File: config.mk
export PLATFORM = sky130hd
export DESIGN_NAME = ov7670_config_seq_flat
export DESIGN_NICKNAME = d
export VERILOG_FILES = /design/src/rtl/ov7670_pkg.sv /design/src/rtl/ov7670_config_seq_if.sv /design/src/rtl/ov7670_config_seq.sv /design/src/flat_wrapper.sv
export SDC_FILE = /design/constraint.sdc
export NUM_CORES = 1
export LEC_CHECK = 0
export ABC_AREA = 0
export BUFFER_PORTS_ARGS = -buffer_cell sky130_fd_sc_hd__buf_2
export CAP_MARGIN = 20
export CELL_PAD_IN_SITES_DETAIL_PLACEMENT = 0
export CELL_PAD_IN_SITES_GLOBAL_PLACEMENT = 2
export CORE_MARGIN = 1.5
export CORE_UTILIZATION = 25
export CTS_CLUSTER_DIAMETER = 150
export CTS_CLUSTER_SIZE = 8
export DETAILED_ROUTE_END_ITERATION = 8
export GPL_TIMING_DRIVEN = 0
export PLACE_DENSITY = 0.72
export SYNTH_ARGS = -nofsm -noshare
export SYNTH_HDL_FRONTEND = slang
export SYNTH_SLANG_ARGS = --single-unit
File: constraint.sdc
create_clock -name clk -period 3 [get_ports clk]
set_input_delay 0.9 -clock clk [delete_from_list [all_inputs] [get_ports clk]]
set_output_delay 0.9 -clock clk [all_outputs]
set_load 0.02 [all_outputs]
File: src/rtl/ov7670_pkg.sv
// Shared types and marker constants for the OV7670 register-config sequencer.
package ov7670_pkg;

  localparam logic [15:0] DELAY_CODE = 16'hFFF0;
  localparam logic [15:0] END_CODE   = 16'hFFFF;

  typedef enum logic [2:0] {
    IDLE,
    FETCH,
    DECODE,
    SEND,
    WAIT_RSP,
    DELAY,
    ADVANCE,
    DONE
  } state_t;

  // One ROM entry: sensor register address in the high byte, value in the low byte.
  typedef struct packed {
    logic [7:0] reg_a;
    logic [7:0] val;
  } cfg_word_t;

  function automatic cfg_word_t to_cfg(input logic [15:0] w);
    return cfg_word_t'(w);
  endfunction

endpackage

File: src/rtl/ov7670_config_seq_if.sv
// Command/response channel between the config sequencer and the SCCB master.
interface ov7670_config_seq_if;

  logic       cmd_valid;
  logic       cmd_ready;
  logic [7:0] cmd_reg;
  logic [7:0] cmd_val;
  logic       rsp_valid;
  logic       rsp_nack;

  modport master (
    output cmd_valid, cmd_reg, cmd_val,
    input  cmd_ready, rsp_valid, rsp_nack
  );

  modport slave (
    input  cmd_valid, cmd_reg, cmd_val,
    output cmd_ready, rsp_valid, rsp_nack
  );

endinterface

File: src/rtl/ov7670_config_seq.sv
// Walks the external config ROM and issues one SCCB write per {reg,val} entry.
// Marker words insert a fixed delay or end the run; NACKed writes are re-sent
// a bounded number of times before the run aborts with error.
module ov7670_config_seq #(
  parameter int          ADDR_W       = 8,
  parameter int          ROM_LAT      = 1,
  parameter logic [15:0] DELAY_CODE   = 16'hFFF0,
  parameter logic [15:0] END_CODE     = 16'hFFFF,
  parameter int          DELAY_CYCLES = 250000,
  parameter int          MAX_RETRY    = 3
) (
  input  logic                     clk,
  input  logic                     rst,
  input  logic                     start,
  output logic [ADDR_W-1:0]        rom_addr,
  input  logic [15:0]              rom_data,
  ov7670_config_seq_if.master      sccb,
  output logic                     busy,
  output logic                     done,
  output logic                     error,
  output logic [ADDR_W-1:0]        entries_sent
);
  import ov7670_pkg::*;

  localparam int DW = $clog2(DELAY_CYCLES + 1);
  localparam int RW = (MAX_RETRY > 0) ? $clog2(MAX_RETRY + 1) : 1;

  // FETCH runs ROM_LAT cycles so DECODE sees the word for the current address.
  localparam logic [1:0]    LAT_INIT = 2'(ROM_LAT - 1);
  // Counting DELAY_CYCLES-1 down to 0 inclusive gives DELAY_CYCLES cycles in DELAY.
  localparam logic [DW-1:0] DLY_INIT = DW'(DELAY_CYCLES - 1);
  localparam logic [RW-1:0] RETRY_MAX = RW'(MAX_RETRY);

  state_t            state_q, state_d;
  logic [ADDR_W-1:0] addr_q,  addr_d;
  logic [1:0]        lat_q,   lat_d;
  logic [DW-1:0]     dly_q,   dly_d;
  logic [RW-1:0]     retry_q, retry_d;
  logic              vld_q,   vld_d;
  cfg_word_t         word_q,  word_d;
  logic              busy_q,  busy_d;
  logic              done_q,  done_d;
  logic              err_q,   err_d;
  logic [ADDR_W-1:0] ent_q,   ent_d;

  // State and datapath registers; reset wins over every other input.
  always_ff @(posedge clk) begin
    if (rst) begin
      state_q <= IDLE;
      addr_q  <= '0;
      lat_q   <= '0;
      dly_q   <= '0;
      retry_q <= '0;
      vld_q   <= 1'b0;
      word_q  <= '0;
      busy_q  <= 1'b0;
      done_q  <= 1'b0;
      err_q   <= 1'b0;
      ent_q   <= '0;
    end else begin
      state_q <= state_d;
      addr_q  <= addr_d;
      lat_q   <= lat_d;
      dly_q   <= dly_d;
      retry_q <= retry_d;
      vld_q   <= vld_d;
      word_q  <= word_d;
      busy_q  <= busy_d;
      done_q  <= done_d;
      err_q   <= err_d;
      ent_q   <= ent_d;
    end
  end

  // Next-state and next-register values; everything holds unless a state moves it.
  always_comb begin
    state_d = state_q;
    addr_d  = addr_q;
    lat_d   = lat_q;
    dly_d   = dly_q;
    retry_d = retry_q;
    vld_d   = vld_q;
    word_d  = word_q;
    busy_d  = busy_q;
    done_d  = done_q;
    err_d   = err_q;
    ent_d   = ent_q;

    case (state_q)
      IDLE: begin
        if (start) begin
          addr_d  = '0;
          done_d  = 1'b0;
          err_d   = 1'b0;
          ent_d   = '0;
          busy_d  = 1'b1;
          lat_d   = LAT_INIT;
          state_d = FETCH;
        end
      end

      FETCH: begin
        if (lat_q == 2'd0) state_d = DECODE;
        else               lat_d   = lat_q - 1'b1;
      end

      DECODE: begin
        if (rom_data == END_CODE) begin
          done_d  = 1'b1;
          busy_d  = 1'b0;
          state_d = DONE;
        end else if (rom_data == DELAY_CODE) begin
          dly_d   = DLY_INIT;
          state_d = DELAY;
        end else begin
          word_d  = to_cfg(rom_data);
          retry_d = '0;
          vld_d   = 1'b1;
          state_d = SEND;
        end
      end

      // Payload is a register, so it stays put for as long as the master stalls.
      SEND: begin
        if (sccb.cmd_ready) begin
          vld_d   = 1'b0;
          state_d = WAIT_RSP;
        end
      end

      WAIT_RSP: begin
        if (sccb.rsp_valid) begin
          if (!sccb.rsp_nack) begin
            if (~&ent_q) ent_d = ent_q + 1'b1;
            state_d = ADVANCE;
          end else if (retry_q < RETRY_MAX) begin
            retry_d = retry_q + 1'b1;
            vld_d   = 1'b1;
            state_d = SEND;
          end else begin
            err_d   = 1'b1;
            busy_d  = 1'b0;
            state_d = DONE;
          end
        end
      end

      DELAY: begin
        if (dly_q == '0) state_d = ADVANCE;
        else             dly_d   = dly_q - 1'b1;
      end

      // Running off the end of the address space without END_CODE is a table bug.
      ADVANCE: begin
        if (&addr_q) begin
          err_d   = 1'b1;
          busy_d  = 1'b0;
          state_d = DONE;
        end else begin
          addr_d  = addr_q + 1'b1;
          lat_d   = LAT_INIT;
          state_d = FETCH;
        end
      end

      DONE:    state_d = IDLE;
      default: state_d = IDLE;
    endcase
  end

  assign rom_addr       = addr_q;
  assign sccb.cmd_valid = vld_q;
  assign sccb.cmd_reg   = word_q.reg_a;
  assign sccb.cmd_val   = word_q.val;
  assign busy           = busy_q;
  assign done           = done_q;
  assign error          = err_q;
  assign entries_sent   = ent_q;

endmodule

File: src/flat_wrapper.sv
// flat-port wrapper written by rule: the top's interface ports become plain ports
module ov7670_config_seq_flat import ov7670_pkg::*;
#(
  parameter int          ADDR_W       = 8,
  parameter int          ROM_LAT      = 1,
  parameter logic [15:0] DELAY_CODE   = 16'hFFF0,
  parameter logic [15:0] END_CODE     = 16'hFFFF,
  parameter int          DELAY_CYCLES = 250000,
  parameter int          MAX_RETRY    = 3
)
  (clk, rst, start, rom_addr, rom_data, busy, done, error, entries_sent, sccb_cmd_valid, sccb_cmd_reg, sccb_cmd_val, sccb_cmd_ready, sccb_rsp_valid, sccb_rsp_nack);
  ov7670_config_seq_if sccb_i ();
  input  logic clk;
  input  logic rst;
  input  logic start;
  output logic [ADDR_W-1:0] rom_addr;
  input  logic [15:0] rom_data;
  output logic busy;
  output logic done;
  output logic error;
  output logic [ADDR_W-1:0] entries_sent;
  output wire logic [$bits(sccb_i.cmd_valid)-1:0] sccb_cmd_valid;
  output wire logic [$bits(sccb_i.cmd_reg)-1:0] sccb_cmd_reg;
  output wire logic [$bits(sccb_i.cmd_val)-1:0] sccb_cmd_val;
  input wire logic [$bits(sccb_i.cmd_ready)-1:0] sccb_cmd_ready;
  input wire logic [$bits(sccb_i.rsp_valid)-1:0] sccb_rsp_valid;
  input wire logic [$bits(sccb_i.rsp_nack)-1:0] sccb_rsp_nack;
  assign sccb_cmd_valid = sccb_i.cmd_valid;
  assign sccb_cmd_reg = sccb_i.cmd_reg;
  assign sccb_cmd_val = sccb_i.cmd_val;
  assign sccb_i.cmd_ready = sccb_cmd_ready;
  assign sccb_i.rsp_valid = sccb_rsp_valid;
  assign sccb_i.rsp_nack = sccb_rsp_nack;
  ov7670_config_seq #(.ADDR_W(ADDR_W), .ROM_LAT(ROM_LAT), .DELAY_CODE(DELAY_CODE), .END_CODE(END_CODE), .DELAY_CYCLES(DELAY_CYCLES), .MAX_RETRY(MAX_RETRY)) u_core (.clk(clk), .rst(rst), .start(start), .rom_addr(rom_addr), .rom_data(rom_data), .sccb(sccb_i), .busy(busy), .done(done), .error(error), .entries_sent(entries_sent));
endmodule
=== Yosys cells after proc, flatten, opt, wreduce, memory -nomap -nowiden ===
Cells that the tools add are included.

* Bits in registers: 61
* Input bits: 22

* Add/subtract/negate cells: 5
* Muxes and demuxes: 54
* Order comparisons: 1
* Reduce and logical (&&, ||, !) cells: 25
* Bitwise gates (word level): 2
* Equal/unequal tests: 27

{| class="wikitable"
|+ Operator list
! operator !! count
|-
| 18-bit two-way mux || 3
|-
| 8-bit two-way mux || 5
|-
| 18-bit one-hot mux with 2 select lines || 1
|-
| 16-bit equality test, second input constant || 2
|-
| 8-bit one-hot mux with 2 select lines || 2
|-
| 3-bit two-way mux || 10
|-
| 2-bit inequality test, second input constant || 12
|-
| 3-bit one-hot mux with 8 select lines || 1
|-
| 18-bit zero test || 1
|-
| 1-bit two-way mux || 18
|-
| 18-bit by 1-bit subtractor with 18-bit output, second input constant || 1
|-
| 8-bit by 1-bit adder with 8-bit output, second input constant || 2
|-
| 2-bit two-way mux || 8
|-
| 8-bit AND reduction || 2
|-
| 7-bit AND reduction || 2
|-
| 3-bit equality test, second input constant || 4
|-
| 2-bit by 1-bit inequality test with 1-bit output, second input constant || 6
|-
| 6-bit AND reduction || 2
|-
| 5-bit AND reduction || 2
|-
| 2-bit nonzero test || 5
|-
| 3-bit AND reduction || 3
|-
| 3-bit nonzero test || 3
|-
| 4-bit AND reduction || 2
|-
| 3-bit by 2-bit equality test with 1-bit output, second input constant || 2
|-
| other kinds (13) || 15
|}

=== Logic depth before layout (Yosys ltp) ===
* Depth after elaboration: 5
* Depth in mapped cells: 8
* Mapped depth without buffers: 7

=== Worst setup path before layout ===
No wires, ideal clock.

* Path type: in2reg
* From: input port rom_data[0]
* To: register u_core.dly_q[10]
* Data arrival time: 2.491 ns
* Library setup time: 0.072 ns
* Buffers on the path: 1
* Slack: 0.437 ns
* Stages: 6
* Data required time: 2.928 ns
* Cells stage by stage: or4_4 > nor4_4 > nor2_1 > buf_4 > a2111oi_2 > mux2i_1

* Word-level cells in the longest chain between the ends: 3
* Elaborated cells between the ends (all ways): 5

{| class="wikitable"
|+ Ends and longest elaborated chain
! item !! line !! RTL
|-
| from (decl) || flat_wrapper.sv:17 || <nowiki>input logic [15:0] rom_data;</nowiki>
|-
| 16-bit equality test, on equally long branches || ov7670_config_seq.sv:112, ov7670_config_seq.sv:108 ||
|-
| 2-bit by 1-bit inequality test with 1-bit output (no line) or 2-bit inequality test (tied branches) || n/a ||
|-
| 4-bit AND reduction (no line) (*) || n/a ||
|-
| to (signal assigned) || ov7670_config_seq.sv:64 || <nowiki>dly_q <= dly_d;</nowiki>
|-
| to (decl) || ov7670_config_seq.sv:37 || <nowiki>logic [DW-1:0] dly_q, dly_d;</nowiki>
|}

Mark *: on every way between the ends. The rest lies on a longest branch, timed or not.
A chain may end at the register's enable or synchronous reset.

=== Worst setup path in the final report ===
* From: input port rom_data[6]
* To: register u_core.dly_q[3]

Same word-level chain as after synthesis.

==> results summary <==
The flow ran to the end, and the final reports show no timing, DRC or antenna violations. The mean instance size in the synthesized netlist is 8.59 um^2. The global-route met3 utilization came out at 4.12%. The number of enable flip-flop cells after synthesis is 0. By count the netlist is led by 61 x dfxtp_1, 49 x nor2_1, 28 x mux2i_1.

The total negative slack came out at 0 ns. The maximum net fanout on the critical path came out at 10. The met1 global-route usage came out at 19.0%. At the end of the flow the core is filled with cells to 32.6%. The arrival time at the worst endpoint is 2.93 ns.

The kind of cell with the highest combined delay along the critical path is simple AND/OR/NAND/NOR gates. The vias after detailed routing is 3016. The total of cells resized after clock tree synthesis is 0. The maximum cell stage delay along the critical path is 0.71 ns. The internal power is 2.55 mW.

The clock-pin slew on the worst setup and hold paths came out at 0.05 ns. The share of cells above drive strength 1 came out at 21.6%. The initial antenna violation count is 0. The pin count of the biggest net entering global routing came out at 12.

The number of antenna repair diodes came out at 0. The sequential cell area fraction in the yosys report came out at 37.4%. The reported leakage power is 1.62 nW. The most common cell type on the critical path is buf_2. In this run the clock root is driven by a clkbuf_16. The routed wire length is 8950 um. The number of violations of the max-capacitance limit came out at 0.

The number of hold violations in the final report came out at 0. TritonCTS built the clock tree. The share of total power dissipated in combinational logic is 40.7%. STA classifies the critical path startpoint as an input pin.

The total I/O pin count came out at 58. The half-perimeter wire length after placement is 6600 um. CTS saw 61 sinks. The die width is 117 um.

The total CTS buffers is 9. The iteration count of the initial detailed-routing pass came out at 4. The number of design rule violations left after detail routing is 0.

The number of flip-flops and latches in the synthesized netlist is 61. The slowest stage of the critical path is the nor4_1 cell. The number of rows in the core area came out at 41. The period utilization came out at 90.1%.

For the final database, setup skew stands at 0.00635 ns. The transition time at the pin with the least slew margin came out at 0.737 ns. Setup violations remaining at the end of the flow were counted as 0.

At the later pin of the worst-skew pair, clock insertion delay measures 0.33 ns. The number of distinct library cells after synthesis came out at 56. The area fraction of the dominant cell type after synthesis came out at 37.4%. The H-tree was split into 3 levels. The quantity of I/O buffers inserted on ports is 57. The initial standard-cell utilization of the core came out at 25.8%. The total overflow left after global routing is 0. The power density normalized to cell area is 998 nW/um^2.

Of the total power, the clock network draws 31.1%. The number of buffers inserted by hold repair at cts came out at 0. The cell with the most instances after synthesis is dfxtp_1. The final layout net count is 475. The number of buffers and inverters on the critical path is 2. The number of flip-flops under the largest register name is 18. The share of synthesized flip-flops with an asynchronous set or reset is 0%.

Setup repair after global routing left no endpoint under its margin. Relative to the synthesized area, the layout overhead comes to 26.4%. The vias per cell is 4.83. The deepest clock path buffer count is 2. Yosys attributes the largest share of cell area to dfxtp_1 37%, mux2i_1 8.6%, nor2_1 5.6%, a21oi_1 2.9%, nand2_1 2.9%. The number of global-route vias before repair is 2874.

The height of the die came out at 117 um. The average routed wire per standard cell is 14.3 um. The first global-routing pass estimated 14700 um of wire. Across the VDD grid, the largest voltage drop is 0.000341 V. STA classifies the critical path endpoint as a flip-flop. The core area is 12700 um^2. The synthesized instance count is 380. The total power draw is 4.12 mW.

Global routing used 14.0% of the available tracks. In the synthesized netlist the dominant register cell turns out to be dfxtp_1. The number of post-CTS setup repair buffers came out at 0. The area of the die came out at 13800 um^2. The endpoint required time on the critical path is 3.22 ns.

With fillers left out, the area of the finished cells amounts to 4130 um^2. Global routing consumed, on the met2 layer, 20.7% of the routing resources. The final max-slew violation count came out at 0. The switching power summed over all nets came out at 1.57 mW. The post-placement cell count came out at 609. Based on the critical path, the design can be clocked at up to 0.370 GHz. The post-layout minimum cycle time came out at 2.70 ns. The start-to-end type of the worst setup path is in2reg. Measured against its own limit, the worst slew margin works out to 50.6%.

The register with the most flip-flops is u_core.dly_q. The number of warning messages in the yosys log is 0. The layer flagged by global routing as most heavily used is met2. The min-delay analysis places its worst path in the category reg2reg. Walking the worst path, the cells encountered are buf_2 -> nand4_1 -> nor4_1 -> nand2b_1 -> buf_2 -> a21oi_1 -> o21a_1. Once detail routing completed, the nets flagged for antenna violations numbered 0. The post-detailed-placement cell area is 3760 um^2. The final weighted congestion in routability-driven placement came out at 0.753.

The synthesized net count came out at 407. The switching portion of total power is 38.1%. The biggest area contributor in the post-synthesis netlist is dfxtp_1. The finished layout holds 625 standard cells, fillers aside. The post-synthesis cell area came out at 3260 um^2. Of the total power, registers draw 28.2%. The detailed router's first-iteration violation count came out at 122.
-- layer usage --
| metal | vias to the layer above | wire length (um) |
|---|---|---|
| li1 | 1535 | - |
| met1 | 1404 | 4520 |
| met2 | 65 | 3790 |
| met3 | 12 | 467 |
| met4 | 0 | 170 |
| met5 | - | 0 |
-- layout by cell type, fill, tap and decap left out, types with 3 or more instances in the layout --
cell	Yosys	layout
a2111oi_2	3	3
a211o_1	4	4
a211oi_1	10	10
a21oi_1	19	19
a221oi_1	3	3
a311oi_1	5	5
a31oi_1	3	3
and3_1	6	6
buf_2	2	59
bufinv_16	0	4
clkbuf_1	13	13
clkbuf_16	0	9
dfxtp_1	61	61
ha_1	5	5
inv_1	15	15
mux2i_1	28	28
nand2_1	25	25
nand2b_1	12	12
nand3_1	4	4
nand4_1	10	10
nor2_1	49	49
nor2b_1	4	4
nor3_1	17	17
nor4_1	3	3
o21a_1	4	4
o21ai_0	9	9
o22ai_1	3	3
or2_2	5	5
or3_1	6	6
or4_1	4	4
or4_4	3	3
xnor2_1	9	9
-- tightest hold or removal path: stages, from the launching register on --
cell and delay, ns:
dfxtp_1 0.34, inv_1 0.06, a21oi_1 0.05
-- stage by stage --
step | hold slack (ns) | setup slack, ns
after floorplan | 0.455 | 0.437
after global placement | 0.470 | -0.0328
after detailed placement | 0.479 | -0.0448
after CTS | 0.490 | 0.296
after global routing | 0.511 | 0.136
final | 0.490 | 0.296
-- cells by family after synthesis --
logic type	after synthesis	synth area share [%]
simple gates	160	26.1
compound gates	79	18.1
flops	61	37.4
buf+inv	34	4.22
mux	30	9.28
xor+xnor	11	2.95
fa+ha+maj	5	1.92
-- power groups by stage --
stage / registers, mW / logic, mW / clock network [mW]
after CTS: 1.16 / 1.69 / 1.31
after floorplan: 1.21 / 1.22 / 0
final: 1.16 / 1.68 / 1.28
after global placement: 1.17 / 1.67 / 0
after global routing: 1.19 / 1.85 / 1.35
after detailed placement: 1.17 / 1.68 / 0
-- worst paths after layout --
path,startpoint,to,slack [ns],cells past startpoint
max,rom_data[6],u_core.dly_q[3],0.30,7
min,u_core.dly_q[2],u_core.dly_q[2],0.49,2
max reg2reg,u_core.dly_q[0],u_core.dly_q[3],0.32,8
min reg2reg,u_core.dly_q[2],u_core.dly_q[2],0.49,2
-- cell type report --
type,count,area (um^2)
multi-input combinational,285,1910
clock inverter,7,138
tap,172,215
buffer,18,77.6
clock buffer,9,225
timing repair buffer,57,285
sequential,61,1220
inverter,16,60.1
fill,1387,8540
No activity file was read; power rests on OpenSTA's default activity.
